===== src/rtl/bfly_pkg.sv =====
// Shared types and arithmetic helpers for the pipelined radix-2 butterfly stage.
package bfly_pkg;

    typedef enum logic [1:0] {
        AUTO  = 2'b00,
        ONE   = 2'b01,
        NEG_J = 2'b10,
        POS_J = 2'b11
    } tw_mode_t;

    typedef struct packed {
        logic signed [31:0] re;
        logic signed [31:0] im;
    } cplx_t;

    // AUTO is resolved by the caller before reaching here, so it behaves as W=1.
    function automatic cplx_t tw_rotate(input tw_mode_t m, input cplx_t y);
        cplx_t r;
        r = y;
        case (m)
            NEG_J: begin
                r.re = y.im;
                r.im = -y.re;
            end
            POS_J: begin
                r.re = -y.im;
                r.im = y.re;
            end
            default: ;
        endcase
        return r;
    endfunction

    function automatic logic signed [31:0] scale_half(input logic signed [31:0] v,
                                                      input logic en);
        return en ? ((v + 32'sd1) >>> 1) : v;
    endfunction

endpackage


===== src/rtl/bfly_lane.sv =====
// One combinational complex butterfly lane: sum/difference, twiddle on the difference, optional halving.
module bfly_lane
    import bfly_pkg::*;
#(
    parameter int IN_BIT  = 9,
    parameter int OUT_BIT = IN_BIT + 1
) (
    input  logic signed [IN_BIT-1:0]  a_re_i,
    input  logic signed [IN_BIT-1:0]  a_im_i,
    input  logic signed [IN_BIT-1:0]  b_re_i,
    input  logic signed [IN_BIT-1:0]  b_im_i,
    input  tw_mode_t                  tw_i,
    input  logic                      scale_en_i,
    output logic signed [OUT_BIT-1:0] x_re_o,
    output logic signed [OUT_BIT-1:0] x_im_o,
    output logic signed [OUT_BIT-1:0] y_re_o,
    output logic signed [OUT_BIT-1:0] y_im_o
);

    logic signed [OUT_BIT-1:0] x_re, x_im, y_re, y_im;
    cplx_t y_in, y_rot;

    assign x_re = OUT_BIT'(a_re_i) + OUT_BIT'(b_re_i);
    assign x_im = OUT_BIT'(a_im_i) + OUT_BIT'(b_im_i);
    assign y_re = OUT_BIT'(a_re_i) - OUT_BIT'(b_re_i);
    assign y_im = OUT_BIT'(a_im_i) - OUT_BIT'(b_im_i);

    always_comb begin
        y_in.re = 32'(y_re);
        y_in.im = 32'(y_im);
        y_rot   = tw_rotate(tw_i, y_in);
    end

    assign x_re_o = OUT_BIT'(scale_half(32'(x_re), scale_en_i));
    assign x_im_o = OUT_BIT'(scale_half(32'(x_im), scale_en_i));
    assign y_re_o = OUT_BIT'(scale_half(y_rot.re, scale_en_i));
    assign y_im_o = OUT_BIT'(scale_half(y_rot.im, scale_en_i));

endmodule


===== src/rtl/bfly_stage_pipe.sv =====
// N-lane butterfly stage with one registered output slot, ready/valid handshake and block index tracking.
module bfly_stage_pipe
    import bfly_pkg::*;
#(
    parameter  int N       = 16,
    parameter  int IN_BIT  = 9,
    parameter  int BLK_LEN = 16,
    parameter  int SWITCH  = 8,
    localparam int OUT_BIT = IN_BIT + 1,
    localparam int CNT_W   = $clog2(BLK_LEN)
) (
    input  logic                      clk,
    input  logic                      rst,
    input  logic                      din_valid,
    output logic                      din_ready,
    input  logic signed [IN_BIT-1:0]  din1_i [0:N-1],
    input  logic signed [IN_BIT-1:0]  din1_q [0:N-1],
    input  logic signed [IN_BIT-1:0]  din2_i [0:N-1],
    input  logic signed [IN_BIT-1:0]  din2_q [0:N-1],
    input  tw_mode_t                  tw_mode,
    input  logic                      scale_en,
    input  logic                      blk_clr,
    output logic                      dout_valid,
    input  logic                      dout_ready,
    output logic signed [OUT_BIT-1:0] dout1_i [0:N-1],
    output logic signed [OUT_BIT-1:0] dout1_q [0:N-1],
    output logic signed [OUT_BIT-1:0] dout2_i [0:N-1],
    output logic signed [OUT_BIT-1:0] dout2_q [0:N-1],
    output logic [CNT_W-1:0]          dout_idx,
    output logic                      dout_last
);

    if (BLK_LEN < 2 || BLK_LEN > 256 || (BLK_LEN % 2) != 0) begin : g_bad_blk_len
        $error("bfly_stage_pipe: BLK_LEN must be even and within 2..256");
    end
    if (SWITCH < 1 || SWITCH > BLK_LEN - 1) begin : g_bad_switch
        $error("bfly_stage_pipe: SWITCH must be within 1..BLK_LEN-1");
    end

    logic [CNT_W-1:0] cnt_q, cnt_d, idx_cur, idx_q;
    logic             accept, last_cur, valid_q, last_q;
    tw_mode_t         tw_eff;

    logic signed [OUT_BIT-1:0] d1i_d [0:N-1], d1q_d [0:N-1], d2i_d [0:N-1], d2q_d [0:N-1];
    logic signed [OUT_BIT-1:0] d1i_q [0:N-1], d1q_q [0:N-1], d2i_q [0:N-1], d2q_q [0:N-1];

    assign din_ready = !valid_q || dout_ready;
    assign accept    = din_valid && din_ready;

    // A beat arriving with blk_clr is the first beat of a fresh block.
    always_comb begin
        idx_cur  = blk_clr ? '0 : cnt_q;
        last_cur = (idx_cur == CNT_W'(BLK_LEN - 1));
        tw_eff   = tw_mode;
        if (tw_mode == AUTO) begin
            tw_eff = (idx_cur < CNT_W'(SWITCH)) ? ONE : NEG_J;
        end
        cnt_d = cnt_q;
        if (accept) begin
            cnt_d = last_cur ? '0 : idx_cur + CNT_W'(1);
        end else if (blk_clr) begin
            cnt_d = '0;
        end
    end

    for (genvar l = 0; l < N; l++) begin : g_lane
        bfly_lane #(
            .IN_BIT (IN_BIT),
            .OUT_BIT(OUT_BIT)
        ) u_lane (
            .a_re_i    (din1_i[l]),
            .a_im_i    (din1_q[l]),
            .b_re_i    (din2_i[l]),
            .b_im_i    (din2_q[l]),
            .tw_i      (tw_eff),
            .scale_en_i(scale_en),
            .x_re_o    (d1i_d[l]),
            .x_im_o    (d1q_d[l]),
            .y_re_o    (d2i_d[l]),
            .y_im_o    (d2q_d[l])
        );
    end

    always_ff @(posedge clk) begin
        if (rst) begin
            valid_q <= 1'b0;
            cnt_q   <= '0;
            idx_q   <= '0;
            last_q  <= 1'b0;
            for (int l = 0; l < N; l++) begin
                d1i_q[l] <= '0;
                d1q_q[l] <= '0;
                d2i_q[l] <= '0;
                d2q_q[l] <= '0;
            end
        end else begin
            cnt_q <= cnt_d;
            if (accept) begin
                valid_q <= 1'b1;
                idx_q   <= idx_cur;
                last_q  <= last_cur;
                for (int l = 0; l < N; l++) begin
                    d1i_q[l] <= d1i_d[l];
                    d1q_q[l] <= d1q_d[l];
                    d2i_q[l] <= d2i_d[l];
                    d2q_q[l] <= d2q_d[l];
                end
            end else if (dout_ready) begin
                valid_q <= 1'b0;
            end
        end
    end

    assign dout_valid = valid_q;
    assign dout_idx   = idx_q;
    assign dout_last  = last_q;
    assign dout1_i    = d1i_q;
    assign dout1_q    = d1q_q;
    assign dout2_i    = d2i_q;
    assign dout2_q    = d2q_q;

endmodule


===== config.mk =====
export PLATFORM = sky130hd
export DESIGN_NAME = bfly_stage_pipe
export DESIGN_NICKNAME = d
export VERILOG_FILES = /design/src/rtl/bfly_pkg.sv /design/src/rtl/bfly_lane.sv /design/src/rtl/bfly_stage_pipe.sv
export SDC_FILE = /design/constraint.sdc
export NUM_CORES = 2
export LEC_CHECK = 0
export BUFFER_PORTS_ARGS = -buffer_cell sky130_fd_sc_hd__buf_2
export CORE_AREA = 3 3 483 485
export CTS_CLUSTER_DIAMETER = 120
export DETAILED_ROUTE_END_ITERATION = 16
export DIE_AREA = 0 0 486 488
export PLACE_DENSITY_LB_ADDON = 0.3
export SETUP_SLACK_MARGIN = 0.5
export SYNTH_ARGS = -nofsm -noshare
export SYNTH_HDL_FRONTEND = slang
export SYNTH_HIERARCHICAL = 1
export SYNTH_SLANG_ARGS = --single-unit

===== constraint.sdc =====
create_clock -name clk -period 7.1 [get_ports clk]
set_input_delay 0 -clock clk [delete_from_list [all_inputs] [get_ports clk]]
set_output_delay 0 -clock clk [all_outputs]
set_load 0.01 [all_outputs]

==> impl_metrics.yaml <==
synth:
  yosys.cell_types.count: 111
  synth_top_area_cell: "dfxtp_1"
  synth_nets: 12700
  syn-cell-area_mm2: 0.0826
  synthArstFlopShare: 0
  ys_ff_latch: 650
  synthTopCellsByArea: "dfxtp_1 (16%), ha_1 (10%), a21oi_1 (8.5%)"
  post-synth-top-count-cell: "a21oi_1"
  yosysWarningCount: 6
  synth_top_area_frac: 0.158
  synth_edf_count: 0
  synth_common_cells: "a21oi_1 (1409), o21ai_0 (1100), nand3_1 (908)"
  syn-mean-instance-area_um2: 7.25
  synth_top_flop_cell: "dfxtp_1"
  ys_seq_area_frac: 0.158
  syn_inst: 11400
die:
  die_y_um: 488
  dieArea_mm2: 0.237
  io_pins: 1231
  core_area_mm2: 0.230
  std_cell_rows: 176
  die_x_um: 486
  start_util: 0.359
setup_path:
  end_kind: "register"
  slowest_delay_ns: 0.40
  cp_max_fo: 75
  cp-start-kind: "register"
  worstSetupPathType: "reg -> reg"
  crit_family: "compound AO/OA/AOI/OAI gates"
  worstPathCellList: "nor2b_1, o21bai_4, buf_12, buf_4, clkinv_1, a31oi_1, xnor3_1, a21boi_1, nor2_1, and3_1, nand3_2, nor3b_1, o31ai_1, nand3_1, a21oi_1"
  cp.required_ns: 7.77
  cp.arrival_ns: 4.65
  cp_slowest_cell: "a21boi_1"
  path_buf_inv: 3
placement:
  dpl.hpwl_um: 268000
  port_buffers: 1230
  place_area_mm2: 0.0897
  gp_congestion: 0.957
drt:
  drtIter0Drc: 7227
  drc: 0
  routed_wl_um: 342000
  wire_per_inst_um: 22.4
  wl_met2_um: 152000
  viasPerCell: 5.87
  drtPass1Iterations: 6
  wl_met3_um: 26400
  vias: 89600
  top_layer: "met5"
  ant_nets: 0
  m1WireLength_um: 142000
cts:
  cts_max_level: 3
  cts_sinks: 650
  insertion_delay_ns: 0.76
  clk_pin_slew_ns: 0.07
  post_cts_buffers: 0
  cts_hold_buf: 95
  ctsResizeCount: 0
  numCtsBuffers: 88
  root_buffer: "clkbuf_16"
  clock_path_buffers: 3
  cts_tree: "built"
finish:
  final_cell_area_mm2: 0.0940
  synthToLayoutAreaGrowth_pct: 13.8
  drive_gt1_frac: 0.156
  nNetsFinal: 13400
global_route:
  antenna_found_initial: 107
  grt_use_total: 0.271
  grt_pass1_vias: 81100
  grt_max_degree: 214
  grt_overflow: 0
  grt_first_pass_wirelength_um: 507000
sta:
  clock_skew_ns: 0.0407
  rsz0062_at_grt: "no"
  worst_pin_slew_ns: 1.15
  finalSetupViolations: 0
  finalMaxSlewViolations: 0
  min_period_over_period: 0.561
  fmax_ghz: 0.251
  setup_tns_ns: 0
  hold_viol: 0
  min_period_ns: 3.99
  slew_headroom: 0.231
power:
  leakagePower_uw: 0.0396
  ir_drop_mv: 0.196
  power.density_mw_per_mm2: 196
outcome:
  outcome: "complete, no violations"
worst_hold_path:
  hold_path_class: "in -> reg"
job:
  max_cap_viol_count: 0
worst min-delay path, stage by stage:
cell,delay [ns]
buf_2,0.09
ha_1,0.15
a2111oi_0,0.06
a21oi_1,0.25
a21oi_1,0.08
nand3_1,0.06
a21oi_1,0.05
sequential cells by signal, summed over array words and instances (netlist names):
signal      flops
dout_valid      1
cnt_q           4
dout1_q       160
dout2_i       160
dout_last       1
dout2_q       160
dout_idx        4
dout1_i       160
worst paths after layout:
check              startpoint      endpoint  slack [ns]  depth (start not counted)
hold / removal     din1_q[89]   dout1_q[99]        0.07                          7
setup / recovery     cnt_q[3]  dout2_i[119]        3.11                         15
setup reg to reg     cnt_q[3]  dout2_i[119]        3.11                         15
hold reg to reg   dout2_i[52]   dout2_i[52]        0.47                          2
power breakdown:
part / internal [uW] / switching, uW / total (uW)
Sequential: 4020 / 270 / 4280
Combinational: 3350 / 5810 / 9160
Clock: 2890 / 2050 / 4940
Total: 10300 / 8130 / 18400
area by class of cell:
cell class	instances	area, um2
well taps	3026	3790
clock buffers	115	2480
inverters	713	2690
flip-flops and latches	650	13000
clock inverters	47	653
repair buffers	1385	7810
multi-input cells	9238	63300
fillers	24200	136000
diodes	90	225
placed cells by master, fill, tap and decap left out, types with 52 or more instances in the layout:
master,netlist,layout
a22o_1,52,52
o211ai_1,88,88
clkbuf_16,0,88
diode_2,0,90
xnor2_1,448,448
o2bb2ai_1,62,62
o21bai_1,108,106
and3_1,96,96
or3_1,95,95
a31oi_1,143,143
a21o_1,166,166
o22ai_1,78,78
nor3b_1,52,52
a21oi_1,1409,1409
o21ai_1,80,80
nor2_1,616,616
dlygate4sd3_1,0,95
o21ai_0,1100,1100
mux2i_1,130,130
nand4_1,62,62
fa_1,64,64
o21a_1,128,128
nor2b_1,136,136
a211oi_1,68,68
nand3_1,908,908
dfxtp_1,650,650
xor2_1,122,122
nand2_1,711,711
nor3_1,146,146
buf_2,185,1227
inv_1,679,679
o2111ai_1,66,66
nand2b_1,91,91
o31ai_1,101,101
ha_1,673,673
cell families (layout without fill, tap and decap cells):
group | count (synthesis) | count (layout) | share of synthesized area
multiplexers | 158 | 158 | 0.0199
AND/OR/NAND/NOR | 3342 | 3342 | 0.210
AO/OA/AOI/OAI | 4409 | 4409 | 0.354
buffers and inverters | 1497 | 2260 | 0.0757
XOR/XNOR | 592 | 592 | 0.0660
adder cells (fa/ha/maj) | 737 | 737 | 0.118
flip-flops | 650 | 650 | 0.158
other | 0 | 90 | 0
layer usage:
| metal | vias to the layer above | GRT usage |
|---|---|---|
| met4 | 44 | 0.161 |
| li1 | 43400 | - |
| met2 | 3098 | 0.427 |
| met5 | - | 0 |
| met3 | 599 | 0.0623 |
| met1 | 42500 | 0.338 |
metrics by stage:
| stage | setup slack (ns) | power (uW) | hold slack [ns] | utilization | cells |
|---|---|---|---|---|---|
| global route | 2.80 | 19500 | 0.0603 | 0.409 | 15200 |
| global placement | 3.25 | 13300 | 0.408 | 0.390 | 14900 |
| finish | 3.11 | 18400 | 0.0664 | 0.409 | 15300 |
| floorplan | 3.87 | 10700 | 0.195 | - | 11400 |
| detailed placement | 3.22 | 13300 | 0.410 | 0.390 | 14900 |
| CTS | 3.20 | 18400 | 0.000739 | 0.408 | 15200 |
Note: power is estimated with default switching activity, not from simulation.
